**src/rtl/sram_clr.sv**
```systemverilog
// sram_clr: single-port synchronous SRAM with a self-clearing start-up sequence.
// After reset the array is swept once, writing zero to every word. Requests are
// refused with an Err pulse until the sweep finishes.
//
// Request semantics: a request is the CS-qualified WE/RD pair sampled on a
// rising CLK edge. There is no backpressure. In READY every request is taken
// on the edge where it is presented. A read result is marked by a single-cycle
// Valid pulse RD_LAT cycles after that edge. DataOut changes only in a Valid
// cycle and holds its value in all other cycles.
module sram_clr #(
    parameter int DATA_W = 8,
    parameter int ADDR_W = 8,
    parameter int RD_LAT = 1
) (
    input  logic              CLK,
    input  logic              RST,
    input  logic              CS,
    input  logic              WE,
    input  logic              RD,
    input  logic [ADDR_W-1:0] Addr,
    input  logic [DATA_W-1:0] DataIn,
    output logic [DATA_W-1:0] DataOut,
    output logic              Valid,
    output logic              Busy,
    output logic              Err,
    output logic              o_dbg_state   // 0 = CLEAR, 1 = READY
);

    localparam int DEPTH = 1 << ADDR_W;
    // Only 1 and 2 are meaningful. Any other value falls back to a single stage.
    localparam int LAT   = (RD_LAT == 2) ? 2 : 1;

    typedef enum logic {
        CLEAR = 1'b0,
        READY = 1'b1
    } state_t;

    state_t            r_state;
    state_t            w_state_nxt;
    logic [ADDR_W-1:0] r_clr_cnt;

    logic [DATA_W-1:0] r_mem [DEPTH];

    logic [LAT-1:0]    r_vld;
    logic [DATA_W-1:0] r_dat [LAT];
    logic              r_err;

    logic              w_ready;
    logic              w_req;
    logic              w_wr_acc;
    logic              w_rd_acc;
    logic              w_err_nxt;
    logic              w_clr_last;
    logic              w_mem_we;
    logic [ADDR_W-1:0] w_mem_addr;
    logic [DATA_W-1:0] w_mem_wdata;

    assign w_ready    = (r_state == READY);
    assign w_req      = CS & (WE | RD);
    assign w_clr_last = (r_clr_cnt == {ADDR_W{1'b1}});

    // A write wins over a simultaneous read. The read half is dropped and flagged.
    assign w_wr_acc   = w_ready & CS & WE;
    assign w_rd_acc   = w_ready & CS & RD & ~WE;

    // Any request during the sweep is refused. In READY only the WE+RD
    // collision is refused.
    assign w_err_nxt  = w_req & (~w_ready | (WE & RD));

    // The sweep owns the write port while clearing. Writes are held off while
    // reset is applied so the sweep always starts cleanly from address 0.
    assign w_mem_we    = (~w_ready & ~RST) | w_wr_acc;
    assign w_mem_addr  = w_ready ? Addr   : r_clr_cnt;
    assign w_mem_wdata = w_ready ? DataIn : '0;

    // Next-state logic: leave CLEAR once the last word has been zeroed.
    always_comb begin
        w_state_nxt = r_state;
        case (r_state)
            CLEAR:   if (w_clr_last) w_state_nxt = READY;
            READY:   w_state_nxt = READY;
            default: w_state_nxt = CLEAR;
        endcase
    end

    // State register and clear address counter.
    always_ff @(posedge CLK or posedge RST) begin
        if (RST) begin
            r_state   <= CLEAR;
            r_clr_cnt <= '0;
        end else begin
            r_state <= w_state_nxt;
            if (r_state == CLEAR) begin
                r_clr_cnt <= r_clr_cnt + 1'b1;
            end else begin
                r_clr_cnt <= '0;
            end
        end
    end

    // Memory array write port. Contents are not reset. Only the sweep zeroes them.
    always_ff @(posedge CLK) begin
        if (w_mem_we) begin
            r_mem[w_mem_addr] <= w_mem_wdata;
        end
    end

    // Read pipeline. Stage 0 samples the array on the accepting edge. Each
    // later stage loads only when a valid word arrives, so the last stage
    // (DataOut) holds its value between reads.
    always_ff @(posedge CLK or posedge RST) begin
        if (RST) begin
            r_vld <= '0;
            for (int i = 0; i < LAT; i++) begin
                r_dat[i] <= '0;
            end
        end else begin
            r_vld[0] <= w_rd_acc;
            if (w_rd_acc) begin
                r_dat[0] <= r_mem[Addr];
            end
            for (int i = 1; i < LAT; i++) begin
                r_vld[i] <= r_vld[i-1];
                if (r_vld[i-1]) begin
                    r_dat[i] <= r_dat[i-1];
                end
            end
        end
    end

    // Error flag: a single-cycle pulse in the cycle after a refused request.
    always_ff @(posedge CLK or posedge RST) begin
        if (RST) begin
            r_err <= 1'b0;
        end else begin
            r_err <= w_err_nxt;
        end
    end

    assign DataOut     = r_dat[LAT-1];
    assign Valid       = r_vld[LAT-1];
    assign Busy        = (r_state == CLEAR);
    assign Err         = r_err;
    assign o_dbg_state = r_state;

endmodule

```
**config.mk**
```make
export PLATFORM = sky130hd
export DESIGN_NAME = sram_clr
export DESIGN_NICKNAME = d
export VERILOG_FILES = /design/src/rtl/sram_clr.sv
export SDC_FILE = /design/constraint.sdc
export NUM_CORES = 2
export LEC_CHECK = 0
export ABC_AREA = 1
export CAP_MARGIN = 30
export CELL_PAD_IN_SITES_DETAIL_PLACEMENT = 1
export CELL_PAD_IN_SITES_GLOBAL_PLACEMENT = 1
export CORE_MARGIN = 8
export CORE_UTILIZATION = 40
export DETAILED_ROUTE_END_ITERATION = 8
export GPL_TIMING_DRIVEN = 0
export HOLD_SLACK_MARGIN = 0.03
export PLACE_DENSITY_LB_ADDON = 0.1
export SLEW_MARGIN = 25
export SYNTH_ARGS = -nofsm -noshare
export SYNTH_HDL_FRONTEND = slang
export SYNTH_SLANG_ARGS = --single-unit
```
**constraint.sdc**
```tcl
create_clock -name CLK -period 6.2 [get_ports CLK]
set_clock_uncertainty 0.2 [all_clocks]
set_input_delay 0.93 -clock CLK [delete_from_list [all_inputs] [get_ports CLK]]
set_output_delay 0.93 -clock CLK [all_outputs]
set_load 0.01 [all_outputs]
```
==> impl_metrics.env <==
export IMPL_yosys_area_top_type_share_pct=73.2
export IMPL_routed_wl_met3_um=40100
export IMPL_ys_top_cells_by_area="edfxtp_1, nand3_1, nand2_1, buf_2, nor2_1"
export IMPL_final_cell_mix="nand2_1, edfxtp_1, nand3_1"
export IMPL_rrSetupSlack_ps=1740
export IMPL_n_fill_cell=21900
export IMPL_synth_fp_nets=7116
export IMPL_hold_buffers=0
export IMPL_grt_overflow_total=0
export IMPL_layout_drive_gt1_share_pct=13.2
export IMPL_relSlewSlack_pct=27.2
export IMPL_clkSinkCount=2067
export IMPL_syn_area_per_cell_um2=11.8
export IMPL_reg2regPathDepth=6
export IMPL_cts_tree="yes"
export IMPL_ant_nets=0
export IMPL_vias=63800
export IMPL_worst_path_max_delay_cell="nor2_1"
export IMPL_remaining_drc_errors=0
export IMPL_root_buffer="clkbuf_16"
export IMPL_p_leak_nw=33.0
export IMPL_hold_viol_final=0
export IMPL_cts_buffers_inserted=222
export IMPL_grt_pass1_vias=61700
export IMPL_route_met2_wl_um=173000
export IMPL_synth_area_leader_cell="edfxtp_1"
export IMPL_port_buffers=26
export IMPL_grt_pass1_wl_um=518000
export IMPL_initial_core_util_pct=40.2
export IMPL_max_cap_viol_count=0
export IMPL_post_cts_buffers=0
export IMPL_worstSetupPathDepth=6
export IMPL_fmax_ghz=0.224
export IMPL_vdd_ir_drop_worst_v=0.000313
export IMPL_final_common_cell="nand2_1"
export IMPL_area_growth_pct=15.8
export IMPL_via_per_inst=6.09
export IMPL_grtUsageTotal_pct=33.4
export IMPL_report_final_slew_viol_count=0
export IMPL_setup_viol=0
export IMPL_crit_family="simple AND/OR/NAND/NOR gates"
export IMPL_synth_distinct_cells=23
export IMPL_cpPeakStageDelay_ps=870
export IMPL_ys_warn_count=0
export IMPL_end_kind="flip-flop"
export IMPL_grt_max_degree=133
export IMPL_cp_cell_sequence="buf_4, o21ai_2, clkbuf_1, nand2_1, buf_2, nor2_1"
export IMPL_clkLatencyLatePin_ps=910
export IMPL_regToRegStartpoint="o_dbg_state"
export IMPL_drtIter0Drc=9321
export IMPL_row_count=168
export IMPL_tightest_slew_ps=1090
export IMPL_cp_max_fo=10
export IMPL_drt_first_pass_iters=5
export IMPL_dieWidth_um=474
export IMPL_hpwl_um=271000
export IMPL_wirelength_um=386000
export IMPL_min_path_type="flip-flop to flip-flop"
export IMPL_cts_resized=0
export IMPL_run_status="completed"
export IMPL_ys_seq_area_share_pct=73.7
export IMPL_synth_ff_latch_count=2067
export IMPL_synthCells=7094
export IMPL_syn_area_um2=84000
export IMPL_holdPathStages=1
export IMPL_startpoint="o_dbg_state"
export IMPL_die_y_um=474
export IMPL_powerDensity_nw_per_um2=317
export IMPL_pin_count=33
export IMPL_dpl_cell_area_um2=89800
export IMPL_fin_crit_sh_pct=72.0
export IMPL_critical_path_class="flip-flop to flip-flop"
export IMPL_coreArea_um2=209000
export IMPL_fin_area_um2=97300
export IMPL_startpoint_type="flip-flop"
export IMPL_rsz0062_at_grt="no"
export IMPL_detail_route_wl_per_cell_um=36.9
export IMPL_num_nets_final=7480
export IMPL_setup_slack_ps=1740
export IMPL_dieArea_um2=225000
export IMPL_cts_path_max_buffers=3
export IMPL_critPathBufInv=3
export IMPL_grt_antenna_before_repair=14
export IMPL_cp_required_ps=6520
export IMPL_crit_arrival_ps=4780
export IMPL_place_gp_congestion=1.01
export IMPL_htreeDepth=4
export IMPL_wl_met1_um=150000
export IMPL_post_route_util_pct=46.5
export IMPL_hold_start="r_clr_cnt[0]"
export IMPL_period_minus_slack_ps=4460
export IMPL_top_layer="met5"
export IMPL_post_place_ws_ps=1190
export IMPL_clkTransAtPathRegs_ps=70
==> kinds of logic (layout without fill, tap and decap cells) <==
family / Yosys count / after routing / share of synthesized area [%]
AND/OR/NAND/NOR: 4462 / 4462 / 23.0
flip-flops: 2067 / 2067 / 73.7
buffers and inverters: 544 / 1105 / 3.12
AO/OA/AOI/OAI: 20 / 20 / 0.133
adder cells (fa/ha/maj): 1 / 1 / 0.0149
other: 0 / 17 / 0
==> state kept, by name (all words and copies together) (netlist names) <==
register	count
Err	1
r_mem	2048
Valid	1
DataOut	8
r_clr_cnt	8
o_dbg_state	1
==> worst register-to-register path: cells and delay by family (launching register included) <==
family | cells | cell delay (ps)
DFF | 1 | 540
and+or+nand+nor | 2 | 1370
AOI/OAI and AO/OA | 1 | 690
buffers and inverters | 3 | 1260
==> area by class of cell <==
type	instances	area [um2]	area share, %
clock buffers	267	5750	5.90
diodes	17	42.5	0.0437
well taps	2805	3510	3.61
clock inverters	154	1580	1.63
repair buffers	140	1820	1.87
plain buffers	485	2440	2.51
inverters	59	284	0.292
flip-flops and latches	2067	62000	63.7
multi-input cells	4483	19900	20.5
==> path summary, 6_finish.rpt <==
kind | end
min in group asynchronous | Err
worst min-delay path | r_clr_cnt[0]
worst max-delay path | r_mem[143][7]
worst max register to register | r_mem[143][7]
max in group asynchronous | DataOut[4]
worst min register to register | r_clr_cnt[0]
==> per-layer routing <==
metal  GRT usage, %  up-vias
met2           51.7     3887
met3           8.21      971
met1           44.1    33000
met5              0        -
li1               -    26000
met4           16.8        4
==> synth_stat cells <==
cell and number:
buf_2 321, o21ai_2 3, ha_1 1, buf_6 7
nand4_1 1, clkinv_1 3, nand3_1 2043, nor2_1 299
a21oi_1 7, dfrtp_1 19, nand2_1 2116, edfxtp_1 2048
and3_1 1, o21ai_1 4, inv_1 49, buf_1 25
clkbuf_1 99, inv_2 6, buf_4 33, nor2_2 1
inv_4 1, nand3_2 1, o21ai_0 6
==> through the flow <==
stage          total power, W  setup TNS (ps)  hold WS (ps)  cells
2_1_floorplan          0.0164               0           224   7094
3_3_place_gp           0.0174        -6338410           244   9925
3_5_place_dp           0.0174               0           250  10000
4_1_cts                0.0308               0           258  10400
5_1_grt                0.0314               0           285  10500
6_report               0.0309               0           266  10500
==> report_power, final <==
part	internal (W)	leakage [nW]	switching, W	total (W)
registers	0.0151	14.4	0.0000000871	0.0151
logic	0.000461	15.0	0.00164	0.00211
clock network	0.00777	3.58	0.00589	0.0137
total	0.0233	33.0	0.00753	0.0309
Note: power is estimated with default switching activity, not from simulation.
